$ cat src/rtl/pid_pipe_param.sv
`default_nettype none
// ============================================================================
// Module   : pid_pipe_param
// Purpose  : Parametrised, pipelined PID steering controller. Turns a signed
//            heading error and a forward speed into clamped left/right motor
//            speeds. It has programmable P/D gains, a clamping integrator and
//            registered outputs with a one-cycle valid strobe. It accepts one
//            sample per clock, and outputs appear two edges after capture.
// Options  : PID_DEADBAND_EN - when defined, errors with |err| < DEADBAND
//            contribute nothing to P or to the integrator.
// Revision : 1.0 - initial release
// ============================================================================
module pid_pipe_param #(
  parameter int ERR_W     = 12,
  parameter int SAT_W     = 10,
  parameter int D_SAT_W   = 7,
  parameter int INT_W     = 15,
  parameter int I_SHIFT   = 6,
  parameter int CW        = 6,
  parameter int OUT_SHIFT = 3,
  parameter int SPD_W     = 11,
  parameter int DEADBAND  = 4
) (
  input  logic             clk,
  input  logic             rst,
  input  logic             moving,
  input  logic             err_vld,
  input  logic [ERR_W-1:0] error,
  input  logic [SPD_W-2:0] frwrd,
  input  logic [CW-1:0]    p_coeff,
  input  logic [CW-1:0]    d_coeff,
  output logic [SPD_W-1:0] lft_spd,
  output logic [SPD_W-1:0] rght_spd,
  output logic             spd_vld
);

  localparam int c_DD_W  = SAT_W + 1;
  localparam int c_P_W   = SAT_W + CW + 1;
  localparam int c_D_W   = D_SAT_W + CW + 1;
  localparam int c_IS_W  = INT_W + 1;
  localparam int c_PID_W = SAT_W + CW + 2;
  localparam int c_MIX_W = ((c_PID_W > SPD_W) ? c_PID_W : SPD_W) + 1;

  localparam logic signed [ERR_W-1:0]   c_ERR_HI = ERR_W'((2 ** (SAT_W - 1)) - 1);
  localparam logic signed [ERR_W-1:0]   c_ERR_LO = -ERR_W'(2 ** (SAT_W - 1));
  localparam logic signed [c_DD_W-1:0]  c_D_HI   = c_DD_W'((2 ** (D_SAT_W - 1)) - 1);
  localparam logic signed [c_DD_W-1:0]  c_D_LO   = -c_DD_W'(2 ** (D_SAT_W - 1));
  localparam logic signed [c_IS_W-1:0]  c_INT_HI = c_IS_W'((2 ** (INT_W - 1)) - 1);
  localparam logic signed [c_IS_W-1:0]  c_INT_LO = -c_IS_W'(2 ** (INT_W - 1));
  localparam logic signed [c_MIX_W-1:0] c_SPD_HI = c_MIX_W'((2 ** (SPD_W - 1)) - 1);
  localparam logic signed [c_DD_W-1:0]  c_DB     = c_DD_W'(DEADBAND);

`ifdef PID_DEADBAND_EN
  localparam bit c_DB_EN = 1'b1;
`else
  localparam bit c_DB_EN = 1'b0;
`endif

  // Stage-1 state
  logic signed [SAT_W-1:0]   r_hist0;
  logic signed [SAT_W-1:0]   r_hist1;
  logic signed [INT_W-1:0]   r_int;
  logic signed [c_P_W-1:0]   r_p;
  logic signed [c_D_W-1:0]   r_d;
  logic        [SPD_W-2:0]   r_frwrd1;
  logic                      r_v1;
  // Stage-2 state
  logic signed [c_PID_W-1:0] r_pid;
  logic        [SPD_W-2:0]   r_frwrd2;
  logic                      r_v2;

  logic signed [ERR_W-1:0]   w_err_in;
  logic signed [SAT_W-1:0]   w_err_sat;
  logic signed [c_DD_W-1:0]  w_err_ext;
  logic                      w_in_db;
  logic signed [SAT_W-1:0]   w_err_pi;
  logic signed [c_DD_W-1:0]  w_d_diff;
  logic signed [D_SAT_W-1:0] w_d_sat;
  logic signed [c_P_W-1:0]   w_p;
  logic signed [c_D_W-1:0]   w_d;
  logic signed [c_IS_W-1:0]  w_int_sum;
  logic signed [INT_W-1:0]   w_int_nxt;
  logic signed [INT_W-1:0]   w_iterm;
  logic signed [c_PID_W-1:0] w_pid;
  logic signed [c_PID_W-1:0] w_s;
  logic signed [c_MIX_W-1:0] w_lft;
  logic signed [c_MIX_W-1:0] w_rght;

  assign w_err_in = $signed(error);

  // Saturate the raw error to the controller's working width
  always_comb begin
    w_err_sat = SAT_W'(w_err_in);
    if (w_err_in > c_ERR_HI) begin
      w_err_sat = SAT_W'(c_ERR_HI);
    end else if (w_err_in < c_ERR_LO) begin
      w_err_sat = SAT_W'(c_ERR_LO);
    end
  end

  // Deadband only gates P and the integrator; D always sees the real error
  assign w_err_ext = c_DD_W'(w_err_sat);
  assign w_in_db   = c_DB_EN && (w_err_ext < c_DB) && (w_err_ext > -c_DB);
  assign w_err_pi  = w_in_db ? '0 : w_err_sat;

  // Difference against the sample two valids back, saturated before the gain
  assign w_d_diff = c_DD_W'(w_err_sat) - c_DD_W'(r_hist1);
  always_comb begin
    w_d_sat = D_SAT_W'(w_d_diff);
    if (w_d_diff > c_D_HI) begin
      w_d_sat = D_SAT_W'(c_D_HI);
    end else if (w_d_diff < c_D_LO) begin
      w_d_sat = D_SAT_W'(c_D_LO);
    end
  end

  // Gains are unsigned; a zero sign bit makes them safe signed operands
  assign w_p = c_P_W'(w_err_pi) * c_P_W'($signed({1'b0, p_coeff}));
  assign w_d = c_D_W'(w_d_sat) * c_D_W'($signed({1'b0, d_coeff}));

  // Integrator clamps at its rails rather than wrapping or freezing
  assign w_int_sum = c_IS_W'(r_int) + c_IS_W'(w_err_pi);
  always_comb begin
    w_int_nxt = INT_W'(w_int_sum);
    if (w_int_sum > c_INT_HI) begin
      w_int_nxt = INT_W'(c_INT_HI);
    end else if (w_int_sum < c_INT_LO) begin
      w_int_nxt = INT_W'(c_INT_LO);
    end
  end

  // Error history shifts on every valid sample, independent of moving
  always_ff @(posedge clk) begin
    if (rst) begin
      r_hist0 <= '0;
      r_hist1 <= '0;
    end else if (err_vld) begin
      r_hist1 <= r_hist0;
      r_hist0 <= w_err_sat;
    end
  end

  // Integrator accumulates only while moving; stopping clears it
  always_ff @(posedge clk) begin
    if (rst || !moving) begin
      r_int <= '0;
    end else if (err_vld) begin
      r_int <= w_int_nxt;
    end
  end

  // Stage 1 capture of P, D and forward speed
  always_ff @(posedge clk) begin
    if (rst) begin
      r_p      <= '0;
      r_d      <= '0;
      r_frwrd1 <= '0;
    end else if (err_vld) begin
      r_p      <= w_p;
      r_d      <= w_d;
      r_frwrd1 <= frwrd;
    end
  end

  // Stage 2 sum; r_int already holds the post-update value of this sample
  assign w_iterm = r_int >>> I_SHIFT;
  assign w_pid   = c_PID_W'(r_p) + c_PID_W'(r_d) + c_PID_W'(w_iterm);

  always_ff @(posedge clk) begin
    if (rst) begin
      r_pid    <= '0;
      r_frwrd2 <= '0;
    end else if (r_v1) begin
      r_pid    <= w_pid;
      r_frwrd2 <= r_frwrd1;
    end
  end

  // Pipeline valids; dropping moving flushes anything in flight
  always_ff @(posedge clk) begin
    if (rst || !moving) begin
      r_v1 <= 1'b0;
      r_v2 <= 1'b0;
    end else begin
      r_v1 <= err_vld;
      r_v2 <= r_v1;
    end
  end

  // Output mixing: floor-shifted steer term added to / removed from forward
  assign w_s    = r_pid >>> OUT_SHIFT;
  assign w_lft  = c_MIX_W'($signed({1'b0, r_frwrd2})) + c_MIX_W'(w_s);
  assign w_rght = c_MIX_W'($signed({1'b0, r_frwrd2})) - c_MIX_W'(w_s);

  function automatic logic [SPD_W-1:0] clamp_spd(input logic signed [c_MIX_W-1:0] v);
    logic [SPD_W-1:0] r;
    r = SPD_W'(v);
    if (v < 0) begin
      r = '0;
    end else if (v > c_SPD_HI) begin
      r = SPD_W'(c_SPD_HI);
    end
    return r;
  endfunction

  // Registered outputs: update on a valid result, hold otherwise
  always_ff @(posedge clk) begin
    if (rst || !moving) begin
      lft_spd  <= '0;
      rght_spd <= '0;
      spd_vld  <= 1'b0;
    end else begin
      spd_vld <= r_v2;
      if (r_v2) begin
        lft_spd  <= clamp_spd(w_lft);
        rght_spd <= clamp_spd(w_rght);
      end
    end
  end

endmodule
`default_nettype wire

$ cat config.mk
export PLATFORM = sky130hd
export DESIGN_NAME = pid_pipe_param
export DESIGN_NICKNAME = d
export VERILOG_FILES = /design/src/rtl/pid_pipe_param.sv
export SDC_FILE = /design/constraint.sdc
export NUM_CORES = 1
export LEC_CHECK = 0
export BUFFER_PORTS_ARGS = -buffer_cell sky130_fd_sc_hd__buf_2
export CORE_ASPECT_RATIO = 0.5
export CORE_MARGIN = 3
export CORE_UTILIZATION = 45
export DETAILED_ROUTE_END_ITERATION = 10
export SYNTH_ARGS = -nofsm -noshare
export SYNTH_HDL_FRONTEND = slang
export SYNTH_SLANG_ARGS = --single-unit
$ cat constraint.sdc
create_clock -name clk -period 14.4 [get_ports clk]
set_input_delay 2.16 -clock clk [delete_from_list [all_inputs] [get_ports clk]]
set_output_delay 2.16 -clock clk [all_outputs]
set_load 0.05 [all_outputs]
Yosys cells after proc, flatten, opt, wreduce, memory -nomap -nowiden
Index checks and enable logic that the tools add are counted.
{"block": "op_classes", "n_reduce_logical": 2, "mux": 10, "mul": 2, "order_cmp": 10, "addsub": 6}
{"op": "two-way mux 11 bit", "n": 4}
{"op": "> comparator 16 x 11 -> 1 bit, second input constant", "n": 2}
{"op": "< comparator 16 x 1 -> 1 bit, second input constant", "n": 2}
{"op": "two-way mux 15 bit", "n": 2}
{"op": "two-way mux 10 bit", "n": 2}
{"op": "adder 17 x 14 -> 18 bit", "n": 1}
{"op": "adder 18 x 9 -> 18 bit", "n": 1}
{"op": "multiplier 10 x 7 -> 17 bit", "n": 1}
{"op": "adder 11 x 15 -> 16 bit", "n": 1}
{"op": "adder 15 x 10 -> 16 bit", "n": 1}
{"op": "> comparator 16 x 15 -> 1 bit, second input constant", "n": 1}
{"op": "< comparator 16 x 15 -> 1 bit, second input constant", "n": 1}
{"op": "subtractor 11 x 15 -> 16 bit", "n": 1}
{"op": "multiplier 7 x 7 -> 14 bit", "n": 1}
{"op": "two-way mux 7 bit", "n": 2}
{"op": "> comparator 12 x 10 -> 1 bit, second input constant", "n": 1}
{"op": "< comparator 12 x 10 -> 1 bit, second input constant", "n": 1}
{"op": "> comparator 11 x 7 -> 1 bit, second input constant", "n": 1}
{"op": "< comparator 11 x 7 -> 1 bit, second input constant", "n": 1}
{"op": "subtractor 10 x 10 -> 11 bit", "n": 1}
{"op": "zero test 1 bit", "n": 1}
{"op": "logical OR 1 bit", "n": 1}
{"block": "word_totals", "wordCells": 43, "reg_bits": 129, "in_bits": 38, "output_inout_bits": 23}

Depth between registers and ports, before layout
Gate-level depths: netlist of run 1.
{"block": "depth", "depth_word": 8, "mapped_depth": 31, "depth_no_buf": 30}

Worst setup path before layout of run 1
No wires, ideal clock.
{"block": "synth_timing", "path_kind": "input to register", "startpoint": "in error[10]", "endpoint": "reg r_d[12]", "path_buffers": 2, "slack_ps": 5645, "path_stages": 30, "arrival_ps": 8611, "setup_time_ps": 144, "required_time_ps": 14256, "path_cell_list": "clkbuf_1 > clkbuf_1 > nor2_1 > nor2_1 > nor2_1 > a21oi_1 > inv_1 > fa_1 > nor2b_1 > o21ai_0 > a21oi_1 > o21bai_1 > a31oi_1 > a41o_1 > a21oi_2 > nor2b_1 > fa_1 > inv_1 > fa_1 > fa_1 > inv_1 > fa_1 > ha_1 > inv_1 > o21bai_1 > a21oi_1 > o21bai_1 > a41oi_1 > mux2i_1 > o311ai_0"}
{"block": "synth_via", "elab_chain_cells": 8, "elab_cells_between_ends": 10, "cone_classes": "add/sub (1); mul (1); order compare (4); mux (4)"}
{"item": "from (decl)", "line_no": "28", "text": "input logic [ERR_W-1:0] error,"}
{"item": "< comparator 12 x 10 -> 1 bit", "line_no": "96", "text": "end else if (w_err_in < c_ERR_LO) begin"}
{"item": "two-way mux 10 bit", "line_no": "96"}
{"item": "two-way mux 10 bit *", "line_no": "94", "text": "if (w_err_in > c_ERR_HI) begin"}
{"item": "net w_err_pi[1]", "line_no": "76", "text": "logic signed [SAT_W-1:0] w_err_pi;"}
{"item": "subtractor 10 x 10 -> 11 bit *", "line_no": "107", "text": "assign w_d_diff = c_DD_W'(w_err_sat) - c_DD_W'(r_hist1);"}
{"item": "< comparator 11 x 7 -> 1 bit", "line_no": "112", "text": "end else if (w_d_diff < c_D_LO) begin"}
{"item": "two-way mux 7 bit", "line_no": "112"}
{"item": "two-way mux 7 bit *", "line_no": "110", "text": "if (w_d_diff > c_D_HI) begin"}
{"item": "multiplier 7 x 7 -> 14 bit *", "line_no": "119", "text": "assign w_d = c_D_W'(w_d_sat) * c_D_W'($signed({1'b0, d_coeff}));"}
{"item": "to (signal assigned)", "line_no": "160", "text": "r_d <= w_d;"}
{"item": "to (decl)", "line_no": "64", "text": "logic signed [c_D_W-1:0] r_d;"}
The timed path passes the listed nets; every way through them passes the cells marked *.
A chain may end at the register's enable or synchronous reset.

Worst setup path in the final report of run 1
{"block": "layout_timing", "startpoint": "in error[11]", "endpoint": "reg r_d[12]"}
Same word-level chain as after synthesis.

==> results of run 1 <==
per-layer routing:
| layer | wire length (um) | part of all wire [%] | vias to the layer above |
|---|---|---|---|
| li1 | - | - | 4748 |
| met1 | 14300 | 51 | 4460 |
| met2 | 12800 | 46 | 137 |
| met3 | 895 | 3.2 | 10 |
| met4 | 144 | 0.51 | 0 |
| met5 | 0 | 0 | - |
power breakdown:
| group | internal, mW | switching, mW |
|---|---|---|
| Sequential | 0.390 | 0.0395 |
| Clock | 0.286 | 0.159 |
| Combinational | 0.520 | 0.676 |
sequential cells by signal, summed over array words and instances (netlist names):
signal    cells
r_v1          1
rght_spd     11
r_v2          1
r_pid        15
r_d          14
r_frwrd1     10
r_hist1      10
lft_spd      11
r_int        15
r_p          17
spd_vld       1
r_hist0      10
r_frwrd2     10
kinds of logic (layout without fill, tap and decap cells):
kind of cell             Yosys count  in the layout  synth area share (%)
AND/OR/NAND/NOR                  425            425                  17.1
flip-flops                       126            126                  20.9
XOR/XNOR                          72             72                  5.29
AO/OA/AOI/OAI                    271            271                  15.6
buffers and inverters            178            229                  5.65
multiplexers                      72             72                  5.97
adder cells (fa/ha/maj)          230            230                  29.4
worst max-delay path: cells and delay by family:
kind / cells / cell delay, ns
fa+ha+maj: 7 / 2.89
compound gates: 12 / 2.86
buf+inv: 5 / 0.61
simple gates: 4 / 0.53
mux: 1 / 0.20
cell type report:
type | count | area [um^2] | area share, %
clock buffer | 23 | 478 | 3.60
clock inverter | 9 | 133 | 0.999
inverter | 126 | 473 | 3.56
multi-input combinational | 1070 | 8860 | 66.7
sequential | 126 | 2520 | 19.0
tap | 344 | 430 | 3.24
timing repair buffer | 71 | 385 | 2.90
through the flow:
| stage | std cells | hold slack (ns) | instance area [um^2] | setup WS [ns] |
|---|---|---|---|---|
| floorplan | 1374 | 0.450 | 12100 | 5.65 |
| global placement | 1737 | 0.437 | 12700 | 5.14 |
| detailed placement | 1737 | 0.453 | 12700 | 4.89 |
| CTS | 1769 | 0.467 | 13300 | 5.34 |
| global route | 1769 | 0.490 | 13300 | 4.68 |
| finish | 1769 | 0.462 | 13300 | 5.37 |
worst max path at each step:
stage / slack, ns / cells after the start / startpoint / endpoint
after global routing: 4.68 / 29 / error[11] / r_d[12]
after floorplan: 5.65 / 30 / error[10] / r_d[12]
final: 5.37 / 29 / error[11] / r_d[12]
after global placement: 5.14 / 29 / error[11] / r_d[12]
after detailed placement: 4.89 / 29 / error[11] / r_d[12]
after CTS: 5.34 / 29 / error[11] / r_d[12]
cell usage after synthesis (all sizes together), types with 13 or more instances:
master,number
a21o,17
a21oi,92
and2,54
buf,14
clkbuf,38
dfxtp,126
fa,94
ha,123
inv,124
maj3,13
mux2i,72
nand2,89
nand2b,18
nand3,15
nor2,152
nor2b,43
nor3,17
o21a,14
o21ai,47
xnor2,53
xor2,19
==> key figures, run 1 <==
Min path
  • HP Class: flop to flop
  • Hold Path Sink: rght_spd[5]
  • Hold path startpoint: rght_spd[5]
  • Hold path cells: 2

Die
  • Row count: 41
  • Die area: 28,900 um^2
  • Core area: roughly 26,000 um^2
  • Ports: between 60 and 70
  • Die extent in y: roughly 120 um
  • Starting density of the core: between 40 and 50%
  • Die width: between 200 and 250 um

Critical path
  • Worst EP arrival: 9.29 ns
  • Cells on worst reg2reg path: 24
  • Peak fanout along the critical path: 32
  • Worst reg2reg endpoint: r_d[12]
  • CP peak stage delay: between 0.5 and 0.6 ns
  • Slowest CP cell: a21oi_1
  • Crit. End Element: flop
  • R2R setup slack: around 8 ns
  • Crit Path Category: input pin to flop
  • CP startpoint kind: input pin
  • Reg2reg start: r_hist1[0]
  • Worst Path Required: approximately 15 ns
  • Critical path's most frequent cell: fa_1

Synthesis
  • Number of synthesis warnings: 0
  • Syn nets: around 1,600
  • Synth top area cells: dfxtp_1, fa_1, ha_1
  • Cell Area, Synth: roughly 12,000 um^2
  • Distinct cells, synth: 80
  • Synth Instances: 1,374
  • Post-synth top area share: about a fifth
  • EDFF count, synth: 0
  • FF+latch count, synth: about 130
  • Seq/Total Area, Yosys: 20.9%
  • Synth Flop Type: dfxtp_1
  • Area leader, netlist: dfxtp_1
  • Syn avg cell area: roughly 9 um^2
  • Async set or reset register ratio after synthesis: 0%

Route
  • DRC: 0
  • DR vias: just over 9,000
  • DR pass1 iterations: 5
  • Vias per cell: between 5 and 6
  • Initial DRC count: about 480
  • Final ANT Viol Nets: 0
  • Wire length per cell: about 16 um
  • Total Wirelength: 28.2 mm

Clocking
  • Setup Fix Bufs, Post-CTS: 0
  • CTS Hold Buffers Added: 0
  • CTS sink cnt: ~130
  • Clock root cell: clkbuf_16
  • Resized Gates After CTS: 0
  • Maximum clock path buffer count: 2
  • Clk_lat worst skew: 0.43 ns
  • CTS buffer count: 17
  • CTS tree: done
  • H-tree levels: 4
  • Reg clk slew, reported paths: 0.06 ns

Global routing
  • Busiest grt layer: met2
  • Initial antenna violation count: 0
  • Wire length of the first global-routing pass: between 40 and 50 mm
  • Met1 Use GR: roughly 28%
  • Vias in the first global route: ~9,000
  • GRT met2 Usage: approximately 33%
  • Largest net degree at the start of global routing: 85
  • Grt met3 use: under 10%
  • Total track usage: approximately a fifth
  • Congestion Overflow GR: 0

Job
  • Maxcap violations: 0

Cells and area
  • Most frequent cells in the layout: nor2_1, dfxtp_1, inv_1
  • Number of fill cells: roughly 2,400
  • Final core utilization: roughly half
  • Synth-to-Final Area Change: 10.1%
  • NumNets Final: ~1,700
  • ANT cells: 0
  • Most common cell after layout, fill and taps aside: nor2_1
  • Layout cells sized above 1: 9.54%

STA
  • Skew final: approximately 0.013 ns
  • Final Setup Violations: 0
  • RSZ-0062 raised after global routing: false
  • Post-route minimum period: between 9 and 10 ns
  • Setup TNS: 0 ns
  • Max-slew headroom: a little under a fifth
  • Worst slew pin tran: between 1 and 1.5 ns
  • Fmax: 0.111 GHz
  • Final Hold Fails: 0
  • Part of the cycle the worst path needs: between 60% and 70%
  • Fin. max-slew vios: 0

Power
  • Leak: slightly above 6 nW
  • Pwr Density: 156 nW/um^2
  • Total Power: just over 2 mW
  • Peak supply drop: between 0.1 and 0.15 mV

Run status
  • Outcome: finished clean

Placement
  • Dpl hpwl: roughly 22 mm
  • PortBufs: 60
  • GPL Wtd Cong: roughly 0.8
No activity file was read; power rests on OpenSTA's default activity.
==> inputs of run 2 (changes only) <==
==> constraint.sdc (replaced) <==
create_clock -name clk -period 7.48 [get_ports clk]
set_input_delay 1.122 -clock clk [delete_from_list [all_inputs] [get_ports clk]]
set_output_delay 1.122 -clock clk [all_outputs]
set_load 0.05 [all_outputs]
==> key figures, run 2 (synthesis results as in run 1) <==
Run status
  • Outcome: finished clean

Die
  • Die width: around 240 um
  • Core area: 25,800 um^2
  • Starting density of the core: between 40% and 50%
  • Die extent in y: approximately 120 um
  • Row count: ~40
  • Die area: between 20,000 and 30,000 um^2
  • Ports: between 60 and 70

Global routing
  • Total track usage: 20.2%
  • Initial antenna violation count: 0
  • Wire length of the first global-routing pass: roughly 47 mm
  • Congestion Overflow GR: 0
  • Largest net degree at the start of global routing: 58
  • Vias in the first global route: between 9,000 and 10,000

Clocking
  • Maximum clock path buffer count: 2
  • H-tree levels: 4
  • CTS buffer count: 17
  • Reg clk slew, reported paths: 0.06 ns
  • CTS tree: done
  • CTS sink cnt: 126
  • Clk_lat worst skew: roughly 0.45 ns
  • CTS Hold Buffers Added: 0
  • Clock root cell: clkbuf_16

Cells and area
  • Reg area: ~2500 um^2
  • Most common cell after layout, fill and taps aside: nor2_1
  • Most frequent cells in the layout: nor2_1, dfxtp_1, inv_1
  • Number of fill cells: between 2,000 and 2,500
  • Max reg flops: 17
  • Reg with most FFs: r_p
  • NumNets Final: around 1,700
  • Multi-input gate area: approximately 8900 um^2
  • Final core utilization: about half
  • Leading registers by flop count: r_p: 17 flops, r_int: 15 flops, r_pid: 15 flops
  • Synth-to-Final Area Change: 10.9%
  • Layout cells sized above 1: approximately a tenth

Route
  • Wire length per cell: ~16 um
  • DR vias: approximately 9,400
  • DRC: 0
  • Total Wirelength: about 28 mm
  • Vias per cell: around 5.3
  • Initial DRC count: roughly 440
  • DR pass1 iterations: 5
  • Final ANT Viol Nets: 0

Critical path
  • CP peak stage delay: between 0.5 and 0.6 ns
  • Critical path's most frequent cell: fa_1
  • Worst EP arrival: ~7.3 ns
  • Slowest CP cell: fa_1
  • CP startpoint kind: input pin
  • Crit. End Element: flop
  • Peak fanout along the critical path: 18
  • Crit Path Category: input pin to flop
  • Worst Path Required: 7.77 ns

Power
  • Pwr Density: about 300 nW/um^2
  • Leak: slightly above 6 nW
  • Peak supply drop: ~0.21 mV
  • Total Power: 4.02 mW

Job
  • Maxcap violations: 0

STA
  • Post-route minimum period: roughly 7.0 ns
  • Fmax: 0.142 GHz
  • Min Hold Slack: 0.454 ns
  • Fin. max-slew vios: 0
  • Part of the cycle the worst path needs: 94.2%
  • Final Setup Violations: 0
  • Setup TNS: 0 ns
  • Skew final: 0.0128 ns
  • Max-slew headroom: 29.5%
  • Final Hold Fails: 0
  • RSZ-0062 raised after global routing: false
  • Worst slew pin tran: around 1.1 ns

Placement
  • PortBufs: 60
  • GPL Wtd Cong: approximately 0.84
  • Dpl hpwl: 22.4 mm

Min path
  • HP Class: flop to flop
[run 2: path summary, 6_finish.rpt]
check	cells after the start	start	end	slack (ns)
setup / recovery	30	error[10]	r_d[12]	0.43
hold / removal	2	rght_spd[6]	rght_spd[6]	0.45
setup reg to reg	24	r_hist1[1]	r_d[12]	1.41
hold reg to reg	2	rght_spd[6]	rght_spd[6]	0.45
[run 2: power by group]
part | switching, mW | internal [mW] | total (mW)
combinational | 1.33 | 0.999 | 2.33
clock | 0.336 | 0.518 | 0.854
sequential | 0.0840 | 0.751 | 0.835
total | 1.75 | 2.27 | 4.02
[run 2: final cells by class]
| type | instances | share of cell area, % |
|---|---|---|
| Clock buffer | 20 | 3.49 |
| Tap cell | 344 | 3.22 |
| Sequential cell | 126 | 18.9 |
| Clock inverter | 11 | 0.982 |
| Inverter | 126 | 3.54 |
| Multi-Input combinational cell | 1070 | 66.5 |
| Timing Repair Buffer | 80 | 3.39 |
| Antenna cell | 1 | 0.0187 |
[run 2: timing repair]
| action | in CTS | in global routing |
|---|---|---|
| resized for setup | 0 | 5 |
| buffers inserted | 0 | 0 |
| endpoints found under the setup margin | 0 | 4 |
[run 2: layer usage]
| layer | part of all wire, % | wire length [um] | vias up | global-route usage [%] |
|---|---|---|---|---|
| li1 | - | - | 4758 | - |
| met1 | 49 | 13800 | 4503 | 26.4 |
| met2 | 45 | 12800 | 121 | 33.3 |
| met3 | 3.9 | 1110 | 39 | 4.59 |
| met4 | 2.0 | 554 | 0 | 7.13 |
| met5 | 0 | 0 | - | 0 |
[run 2: stage by stage]
step,cell area (um^2),setup WS [ns],instances
6_report,13400,0.432,1778
5_1_grt,13400,0.0289,1777
4_1_cts,13300,0.392,1777
3_5_place_dp,12800,-0.0840,1746
3_3_place_gp,12800,0.148,1746
2_1_floorplan,12100,0.0797,1374
[run 2: critical path: cells and delay by family]
kind	cells	cell delay [ns]
AO/OA/AOI/OAI	10	1.87
XOR/XNOR	1	0.15
adder cells (fa/ha/maj)	7	2.93
buffers and inverters	5	0.50
multiplexers	1	0.20
AND/OR/NAND/NOR	6	0.54
==> inputs of run 3 (changes only) <==
--- a/config.mk
+++ b/config.mk
@@ -6,10 +6,13 @@
 export NUM_CORES = 1
 export LEC_CHECK = 0
 export BUFFER_PORTS_ARGS = -buffer_cell sky130_fd_sc_hd__buf_2
+export CELL_PAD_IN_SITES_DETAIL_PLACEMENT = 1
+export CELL_PAD_IN_SITES_GLOBAL_PLACEMENT = 1
 export CORE_ASPECT_RATIO = 0.5
 export CORE_MARGIN = 3
-export CORE_UTILIZATION = 45
+export CORE_UTILIZATION = 44
 export DETAILED_ROUTE_END_ITERATION = 10
+export PLACE_DENSITY_LB_ADDON = 0.1
 export SYNTH_ARGS = -nofsm -noshare
 export SYNTH_HDL_FRONTEND = slang
 export SYNTH_SLANG_ARGS = --single-unit
==> key figures, run 3 (synthesis results as in run 1) <==
STA
  • Final Hold Fails: 0
  • Skew final: 0.0107 ns
  • Final Setup Violations: 0
  • Max-slew headroom: about a quarter
  • Fin. max-slew vios: 0
  • Worst slew pin tran: about 1.1 ns
  • RSZ-0062 raised after global routing: false
  • Part of the cycle the worst path needs: 93.8%
  • Min Hold Slack: 0.462 ns
  • Fmax: between 0.1 and 0.15 GHz
  • Post-route minimum period: ~7 ns

Cells and area
  • Most frequent cells in the layout: nor2_1, dfxtp_1, inv_1
  • ANT cells: 0
  • Synth-to-Final Area Change: 11.5%
  • Reg with most FFs: r_p
  • Layout cells sized above 1: 11.0%
  • Leading registers by flop count: r_p: 17 flops, r_int: 15 flops, r_pid: 15 flops
  • Final core utilization: a little over 50%
  • Most common cell after layout, fill and taps aside: nor2_1
  • NumNets Final: between 1,500 and 2,000
  • Max reg flops: 17
  • Number of fill cells: 3,127

Run status
  • Outcome: finished clean

Placement
  • Dpl hpwl: about 26 mm
  • PortBufs: 60
  • GPL Wtd Cong: 0.854

Global routing
  • Total track usage: a little under a quarter
  • Initial antenna violation count: 3
  • Largest net degree at the start of global routing: 87
  • Wire length of the first global-routing pass: 54.3 mm
  • Vias in the first global route: ~10,000
  • Congestion Overflow GR: 0

Route
  • Initial DRC count: approximately 440
  • Wire length per cell: roughly 18 um
  • DR pass1 iterations: 5
  • DR vias: roughly 9,800
  • DRC: 0
  • Total Wirelength: between 30 and 40 mm
  • Vias per cell: 5.46
  • Final ANT Viol Nets: 0

Critical path
  • Crit Path Category: input pin to flop
  • Crit. End Element: flop
  • CP startpoint kind: input pin
  • Peak fanout along the critical path: 13
  • Worst EP arrival: between 7 and 8 ns
  • Worst Path Required: roughly 7.8 ns

Die
  • Die extent in y: about 120 um
  • Starting density of the core: 45.2%
  • Row count: 42
  • Die width: ~240 um
  • Die area: roughly 30,000 um^2
  • Core area: roughly 27,000 um^2
  • Ports: slightly above 60

Clocking
  • CTS buffer count: 17
  • CTS sink cnt: between 100 and 150
  • CTS Hold Buffers Added: 0
  • H-tree levels: 4
  • Resized Gates After CTS: 0
  • Setup Fix Bufs, Post-CTS: 0
  • Clk_lat worst skew: 0.45 ns
  • CTS tree: done
  • Reg clk slew, reported paths: 0.06 ns
  • Maximum clock path buffer count: 2
  • Clock root cell: clkbuf_16

Job
  • Maxcap violations: 0

Min path
  • HP Class: flop to flop

Power
  • Pwr Density: slightly above 300 nW/um^2
  • Peak supply drop: between 0.15 and 0.2 mV
  • Leak: a little over 6 nW
-- run 3: path summary, 6_finish.rpt --
path	startpoint	to	slack, ns	cells after the start
hold / removal	rght_spd[6]	rght_spd[6]	0.46	2
hold reg to reg	rght_spd[6]	rght_spd[6]	0.46	2
setup reg to reg	r_hist1[1]	r_d[12]	1.27	24
setup / recovery	error[11]	r_d[12]	0.47	27
-- run 3: where the power goes --
part,leakage [nW],internal [mW],switching (mW)
registers,1.03,0.751,0.0828
clock network,0.292,0.529,0.351
logic,4.90,1.02,1.41
-- run 3: layer usage --
layer | up-vias | track usage, % | part of all wire [%]
met2 | 114 | 39.8 | 47
li1 | 4771 | - | -
met5 | - | 0 | 0.10
met3 | 50 | 4.19 | 2.9
met4 | 6 | 7.72 | 2.0
met1 | 4841 | 30.4 | 48
-- run 3: area by class of cell --
type / instances / area, um^2 / share of cell area [%]
multi-input cells: 1070 / 8900 / 66.2
flip-flops and latches: 126 / 2520 / 18.8
repair buffers: 86 / 498 / 3.70
inverters: 126 / 473 / 3.52
well taps: 352 / 440 / 3.28
clock buffers: 18 / 429 / 3.19
clock inverters: 14 / 180 / 1.34
-- run 3: critical path, stage by stage --
cell	delay, ns
buf_2	0.18
buf_4	0.18
nor2_1	0.10
nor2_1	0.05
a21oi_1	0.17
ha_1	0.31
nor2b_1	0.16
a311oi_2	0.35
o2bb2ai_2	0.18
mux2i_1	0.13
o31a_4	0.43
a21oi_2	0.18
nor2b_1	0.09
fa_1	0.55
inv_1	0.05
fa_1	0.46
fa_1	0.54
inv_1	0.06
fa_1	0.47
ha_1	0.35
inv_1	0.09
o21bai_1	0.07
a21oi_1	0.25
o21bai_1	0.12
a41oi_1	0.28
mux2i_1	0.21
o311ai_0	0.14
-- run 3: metrics by stage --
stage / cells / setup slack [ns] / setup TNS, ns / instance area (um^2) / total power [mW]
after detailed placement: 1760 / -0.0294 / -0.0298 / 12800 / 3.26
after global routing: 1792 / 0.0258 / 0 / 13400 / 4.54
after floorplan: 1374 / 0.0797 / 0 / 12100 / 2.61
final: 1792 / 0.465 / 0 / 13400 / 4.15
after CTS: 1792 / 0.375 / 0 / 13400 / 4.18
after global placement: 1760 / 0.176 / 0 / 12800 / 3.16
